==> config.mk <==
export PLATFORM = sky130hd
export DESIGN_NAME = tst_din_gen
export DESIGN_NICKNAME = d
export VERILOG_FILES = /design/src/rtl/tst_din_gen.sv
export SDC_FILE = /design/constraint.sdc
export NUM_CORES = 1
export LEC_CHECK = 0
export ABC_AREA = 1
export ABC_CLOCK_PERIOD_IN_PS = 2800
export BUFFER_PORTS_ARGS = -buffer_cell sky130_fd_sc_hd__buf_2
export CAP_MARGIN = 20
export CORE_MARGIN = 2
export CORE_UTILIZATION = 51
export CTS_CLUSTER_DIAMETER = 100
export DETAILED_ROUTE_END_ITERATION = 12
export PLACE_DENSITY = 0.85
export SETUP_SLACK_MARGIN = 0.4
export SLEW_MARGIN = 20
export SYNTH_ARGS = -nofsm -noshare
export SYNTH_HDL_FRONTEND = slang
export SYNTH_SLANG_ARGS = --single-unit
==> constraint.sdc <==
create_clock -name ACLK -period 2.8 [get_ports ACLK]
set_input_delay 0.14 -clock ACLK [delete_from_list [all_inputs] [get_ports ACLK]]
set_output_delay 0.14 -clock ACLK [all_outputs]
set_load 0.01 [all_outputs]
==> src/rtl/tst_din_gen.sv <==
// tst_din_gen: test-pattern stream source.
// While test_en is high it emits back-to-back frames of FRAME_BEATS beats on an
// AXI4-Stream master. Each 32-bit lane carries {iteration[15:0], word_index[15:0]}.
// Completed frames are counted in itecnt, which clears only when a new run starts
// from IDLE and holds its value in IDLE so it can be read after the test stops.
//
// Stream handshake: a beat transfers on any cycle where M_AXIS_TVALID and
// M_AXIS_TREADY are both high. Once TVALID is raised, TDATA, TLAST and TVALID
// are held unchanged until that transfer. TVALID is a register, never a
// combinational function of TREADY, and it stays high for the whole frame.
module tst_din_gen #(
  parameter int TDATA_WIDTH = 128,
  parameter int FRAME_BEATS = 262144,
  parameter int BEAT_CNT_W  = 18
) (
  input  logic                   ACLK,
  input  logic                   ARESET,
  input  logic                   test_en,
  output logic [31:0]            itecnt,
  output logic                   busy,
  output logic [TDATA_WIDTH-1:0] M_AXIS_TDATA,
  output logic                   M_AXIS_TVALID,
  input  logic                   M_AXIS_TREADY,
  output logic                   M_AXIS_TLAST
);

  localparam int LANES = TDATA_WIDTH / 32;
  localparam logic [BEAT_CNT_W-1:0] LAST_BEAT = BEAT_CNT_W'(FRAME_BEATS - 1);

  // RUN: enabled and streaming. DRAIN: disabled, finishing the current frame.
  typedef enum logic [1:0] {
    IDLE  = 2'd0,
    RUN   = 2'd1,
    DRAIN = 2'd2
  } state_t;

  state_t                state;
  logic [BEAT_CNT_W-1:0] beat;
  logic [31:0]           itecnt_inc;
  logic                  xfer;
  logic                  last_xfer;

  // Builds one beat: lane i carries {ite, (k*LANES + i) mod 2^16}.
  function automatic logic [TDATA_WIDTH-1:0] pattern(input logic [15:0]           ite,
                                                     input logic [BEAT_CNT_W-1:0] k);
    logic [TDATA_WIDTH-1:0] d;
    logic [31:0]            base;
    d    = '0;
    base = 32'(k) * 32'(LANES);
    for (int i = 0; i < LANES; i++) begin
      d[32*i +: 32] = {ite, 16'(base + 32'(i))};
    end
    return d;
  endfunction

  // Transfer qualifiers and the count value the next frame will carry.
  assign xfer       = M_AXIS_TVALID & M_AXIS_TREADY;
  assign last_xfer  = xfer && (beat == LAST_BEAT);
  assign itecnt_inc = itecnt + 32'd1;
  assign busy       = (state != IDLE);

  // Frame sequencer: state, beat counter, iteration counter and the output beat register.
  always_ff @(posedge ACLK or posedge ARESET) begin
    if (ARESET) begin
      state         <= IDLE;
      beat          <= '0;
      itecnt        <= '0;
      M_AXIS_TVALID <= 1'b0;
      M_AXIS_TLAST  <= 1'b0;
      M_AXIS_TDATA  <= '0;
    end else begin
      case (state)
        IDLE: begin
          if (test_en) begin
            state         <= RUN;
            beat          <= '0;
            itecnt        <= '0;
            M_AXIS_TVALID <= 1'b1;
            M_AXIS_TLAST  <= 1'b0;
            M_AXIS_TDATA  <= pattern(16'd0, '0);
          end
        end
        RUN, DRAIN: begin
          // Enable only decides whether the frame ends in RUN or DRAIN; it never cuts a frame.
          state <= test_en ? RUN : DRAIN;
          if (last_xfer) begin
            itecnt <= itecnt_inc;
            beat   <= '0;
            if (test_en) begin
              state         <= RUN;
              M_AXIS_TVALID <= 1'b1;
              M_AXIS_TLAST  <= 1'b0;
              M_AXIS_TDATA  <= pattern(itecnt_inc[15:0], '0);
            end else begin
              state         <= IDLE;
              M_AXIS_TVALID <= 1'b0;
              M_AXIS_TLAST  <= 1'b0;
            end
          end else if (xfer) begin
            beat          <= beat + 1'b1;
            M_AXIS_TLAST  <= ((beat + 1'b1) == LAST_BEAT);
            M_AXIS_TDATA  <= pattern(itecnt[15:0], beat + 1'b1);
          end
        end
        default: begin
          state         <= IDLE;
          M_AXIS_TVALID <= 1'b0;
          M_AXIS_TLAST  <= 1'b0;
        end
      endcase
    end
  end

endmodule

Word level (Yosys, flattened, before mapping)

Cells that the tools add are included.
W data, S select, Z words.

Register bits: 182
Bits of input ports: 4
Output and inout port bits: 163

$add $sub $neg: 5
Eq/ne operators: 8
Mux-type cells: 25
Bitwise logic cells: 1
Reduce and logical (&&, ||, !) cells: 10

Operators with widths:

| kind                    | count |
|---|---|
| $mux W128               | 4 |
| $pmux W128 S2           | 1 |
| $mux W32                | 2 |
| $pmux W32 S2            | 1 |
| $mux W18                | 3 |
| $eq A18 B18 Y1 const B  | 2 |
| $pmux W18 S2            | 1 |
| $add A16 B2 Y16 const B | 2 |
| $add A32 B1 Y32 const B | 1 |
| $add A18 B1 Y18 const B | 1 |
| $add A16 B1 Y16 const B | 1 |
| $mux W1                 | 7 |
| $mux W2                 | 3 |
| $ne A3 B3 Y1 const B    | 2 |
| $reduce_and A3 Y1       | 2 |
| $ne A2 B2 Y1 const B    | 2 |
| $pmux W1 S2             | 2 |
| $pmux W2 S2             | 1 |
| $reduce_and A2 Y1       | 2 |
| $reduce_and A4 Y1       | 1 |
| $reduce_bool A2 Y1      | 2 |
| $eq A2 B1 Y1 const B    | 1 |
| $eq A2 B2 Y1 const B    | 1 |
| $logic_not A2 Y1        | 1 |
| other kinds (3)         | 3 |

Longest topological paths before layout

Depth in word-level cells: 5
Gate-level depth with buffers: 14
Mapped depth without buffers: 12

Least setup slack after synthesis

Ideal clock, no wire load.

Path kind: flip-flop to flip-flop
From: register beat[1]
To: register itecnt[9]
Data arrival time: 1.879 ns
Data required time: 2.673 ns
Slack: 0.794 ns
Stages on the path, launching flop included: 15
Buffers on the path: 2
Cells stage by stage: dfrtp_1 > ha_1 > nand3_2 > inv_2 > nand2_2 > nor2_4 > nand3b_4 > nand2_4 > nand2_4 > nor2_8 > inv_2 > buf_6 > buf_6 > nand2_1 > o21ai_1

Word-level cells in the longest chain between the ends: 4

RTL lines:

| item                        | line | text |
|---|---|---|
| from (decl)                 | 38   | `logic [BEAT_CNT_W-1:0] beat;` |
| from (signal assigned)      | 100  | `beat <= beat + 1'b1;` |
| $eq A18 B18 Y1              | 58   | `assign last_xfer = xfer && (beat == LAST_BEAT);` |
| $logic_and A1 B1 Y1         | 58   |  |
| $ne A2 B2 Y1 (no line)      | -    |  |
| $reduce_and A3 Y1 (no line) | -    |  |
| to (signal assigned)        | 87   | `itecnt <= itecnt_inc;` |
| to (decl)                   | 19   | `output logic [31:0] itecnt,` |

Every way passes these cells.
A chain may end at the register's enable or synchronous reset.

Worst setup path in the final report

From: register beat[1]
To: register itecnt[16]

The elaborated chain is that of the path after synthesis.

==> run summary <==
PWR
---------------------------------------------------------------------------------
Worst vdd ir                                                             0.586 mV
Power per cell area                                                   709 nW/um^2
Post-layout total power                                                   4.35 mW
Leakage power total                                                       3.33 nW

CTS
---------------------------------------------------------------------------------
Clock tree root driver cell                                          sky130_fd_sc_hd__clkbuf_8
Clock latency at the later pin of the worst-skew pair                      370 ps
Number of clock buffers inserted by TritonCTS                                   9
# H-tree levels                                                                 3
Max clock buf depth                                                             2
CTS sink cnt                                                                   85
Clock-pin slew on the worst setup and hold paths                            90 ps
CTS tree                                                                     done

LOGIC SYNTHESIS
---------------------------------------------------------------------------------
Sequential-to-total area share from yosys stat                              37.9%
Most used flip-flop cell after synthesis                             sky130_fd_sc_hd__dfrtp_1
Count of different cell masters after synthesis                                39
Cell types with the largest area share after synthesis               sky130_fd_sc_hd__dfrtp_1 (38%), sky130_fd_sc_hd__nand2_1 (15%), sky130_fd_sc_hd__buf_4 (13%), sky130_fd_sc_hd__nand3_1 (6.1%), sky130_fd_sc_hd__o21ai_0 (5.7%)
Share of the synthesized area in the top cell type                          37.9%
Number of synthesized flops with an enable pin                                  0
Post-Syn Area                                                           5620 um^2
Fraction of synthesis flops using an asynchronous set or reset pin           100%
Library cell with the highest instance count after synthesis         sky130_fd_sc_hd__nand2_1
Library cell occupying the most area in the post-synthesis netlist   sky130_fd_sc_hd__dfrtp_1
Count of synthesis-stage warnings from yosys                                    0
Avg Inst Size Synth                                                     7.14 um^2
Most frequent cells after synthesis                                  sky130_fd_sc_hd__nand2_1 (230), sky130_fd_sc_hd__buf_4 (97), sky130_fd_sc_hd__dfrtp_1 (85), sky130_fd_sc_hd__nand3_1 (69), sky130_fd_sc_hd__inv_1 (66)
Register bit count reported by yosys                                           85
Number of instances in the synthesized netlist                                787

DRT
---------------------------------------------------------------------------------
Overall via count from detail_route                                          5302
Count of TritonRoute iterations in the first routing pass                       6
Via/cell ratio                                                               5.28
Total routed wirelength                                                  14400 um
Average detailed-routed wire length per instance                          14.3 um
DRC violation total after the first TritonRoute iteration                     515
Routed Antenna Nets                                                             0
Final routed DRC violation total                                                0

SETUP PATH
---------------------------------------------------------------------------------
Worst stage delay on the critical path                                     440 ps
Biggest fanout along the worst timing path                                     24
Critical setup path kind                                               reg -> reg
Worst EP arrival                                                          2500 ps
CP endpoint kind                                                             flop
CP Capture Point                                                       itecnt[16]
CP startpoint                                                             beat[1]
Reg-to-reg slack, setup                                                    550 ps
Kind of start point of the critical path                                     flop
Required time of the worst setup path                                     3050 ps
Critical R2R Capture                                                   itecnt[16]
Cell-by-cell trace of the critical path                              ha_1 > nand3_2 > inv_2 > nand2_2 > nor2_4 > nand3b_4 > nand2_8 > nand2_4 > nor2_8 > buf_6 > nand3_1 > o21ai_0
Worst reg-to-reg path cell count                                               12
Cell at the slowest stage of the critical path                       sky130_fd_sc_hd__dfrtp_1
Startpoint of the lowest-slack register-to-register path                  beat[1]

TIMING
---------------------------------------------------------------------------------
Aggregate negative setup slack                                               0 ps
Setup violation total in the final timing report                                0
Number of hold-slack violations in the final timing report                      0
Final critical-path required period                                       2250 ps
Maximum achievable frequency                                              444 MHz
Clock tree skew after final layout                                        21.0 ps
Post-route clock period utilization                                         80.5%
Worst slew margin                                                           37.9%
Unrepaired setup endpoints after global routing                             false
Final max-slew violation count                                                  0
Transition time of the tightest slew-check pin                             930 ps

FLOORPLAN
---------------------------------------------------------------------------------
Initial standard-cell utilization of the core                               52.0%
Floorplan row count                                                            38
Floorplan die width                                                        109 um
Die Y                                                                      109 um
Io pins                                                                       167
Die Footprint                                                          11900 um^2
Core region area                                                       10800 um^2

OUTCOME
---------------------------------------------------------------------------------
Result of the run                                                    complete, no violations

GRT
---------------------------------------------------------------------------------
Grt ovf                                                                         0
Initial antenna violation count                                                 0
Pin count of the biggest net entering global routing                           56
Vias in the first global route                                               4590
First-pass GRT wire length                                               22900 um
Combined global-route utilization of all metal layers                       24.7%

FINISH
---------------------------------------------------------------------------------
Sequential standard cell area                                           2130 um^2
Footprint of the multi-input gates                                      2430 um^2
Nets@finish                                                                   868
Share of cells above drive strength 1                                       24.0%
Final Instance Area                                                     6140 um^2
Syn-to-layout area delta                                                    9.29%
Diode count                                                                     0
Layout filler cell count                                                     1004

PLACEMENT
---------------------------------------------------------------------------------
Number of buffer cells added on primary ports                                 162
Placed Instance Area                                                    5870 um^2
Dpl hpwl                                                                 10700 um
GPL Wtd Cong                                                                0.984

WORST HOLD PATH
---------------------------------------------------------------------------------
Hold Crit Class                                                         in -> reg

JOB
---------------------------------------------------------------------------------
Max-cap check violation count                                                   0

-- state kept, by name, indices dropped and copies added (netlist names) --
name           count
M_AXIS_TDATA      31
itecnt            32
M_AXIS_TVALID      1
M_AXIS_TLAST       1
beat              18
state              2
-- layer usage --
| metal | global-route usage [%] | wire length, um | part of all wire [%] | vias to the layer above |
|---|---|---|---|---|
| li1 | - | - | - | 2573 |
| met1 | 36.8 | 6610 | 46 | 2438 |
| met2 | 36.9 | 6370 | 44 | 271 |
| met3 | 4.48 | 1160 | 8.1 | 20 |
| met4 | 7.05 | 236 | 1.6 | 0 |
| met5 | 0 | 0 | 0 | - |
-- critical path, delay by kind of cell (launching register included) --
kind                     cells  cell delay (ps)
flip-flops                   1              440
AND/OR/NAND/NOR              8              980
adder cells (fa/ha/maj)      1              250
buffers and inverters        2              320
AO/OA/AOI/OAI                1              160
-- timing repair --
action	4_1_cts	5_1_grt
buffers inserted	0	1
hold buffers	1	0
pin swaps	0	1
endpoints found under the hold margin	53	0
gates resized for setup	1	4
setup endpoints to repair	1	36
-- logic make-up after synthesis --
logic type	share of synthesized area [%]
adders and majority gates	1.11
AOI/OAI and AO/OA	8.60
muxes	0.178
buffers and inverters	19.2
and+or+nand+nor	31.9
xor gates and xnor gates	1.09
other	0.0668
DFF	37.9
-- final cells by class --
class / count / area share [%]
timing repair buffer: 174 / 14.8
sequential: 85 / 34.7
clock inverter: 5 / 1.35
clock buffer: 11 / 2.47
multi-input combinational: 520 / 39.6
inverter: 69 / 4.28
tap: 140 / 2.85
-- where the power goes --
group	internal, mW	switching, mW
Clock	0.551	0.471
Sequential	1.31	0.0917
Combinational	0.531	1.40
Total	2.39	1.96
-- cell usage in the layout, fill, tap and decap left out, drive strengths merged --
| cell | n |
|---|---|
| a21o | 2 |
| a21oi | 6 |
| buf | 173 |
| bufinv | 2 |
| clkbuf | 11 |
| clkinv | 2 |
| clkinvlp | 3 |
| conb | 4 |
| dfrtp | 85 |
| dlygate4sd3 | 1 |
| ha | 5 |
| inv | 67 |
| mux2i | 1 |
| nand2 | 233 |
| nand3 | 70 |
| nand3b | 3 |
| nand4 | 17 |
| nor2 | 67 |
| nor3 | 20 |
| nor3b | 1 |
| o211ai | 2 |
| o21ai | 74 |
| o21bai | 2 |
| o22ai | 3 |
| o31ai | 1 |
| or2 | 2 |
| xnor2 | 1 |
| xor2 | 6 |
-- worst min path at each step --
stage,slack [ps],startpoint,depth (start not counted),end
5_1_grt,130,test_en,3,state[0]
2_1_floorplan,300,test_en,2,state[0]
6_report,120,test_en,3,state[0]
3_5_place_dp,380,ARESET,2,M_AXIS_TDATA[118]
4_1_cts,90,test_en,3,state[0]
3_3_place_gp,370,ARESET,2,M_AXIS_TDATA[120]
-- through the flow --
stage / cells / setup slack (ps) / hold WS [ps] / util, %
after global placement: 986 / 466 / 370 / 54.4
after detailed placement: 986 / 387 / 382 / 54.4
final: 1004 / 547 / 120 / 56.9
after CTS: 1003 / 407 / 93.7 / 56.7
after floorplan: 790 / 467 / 302 / -
after global routing: 1004 / 388 / 129 / 56.9
No activity file was read; power rests on OpenSTA's default activity.
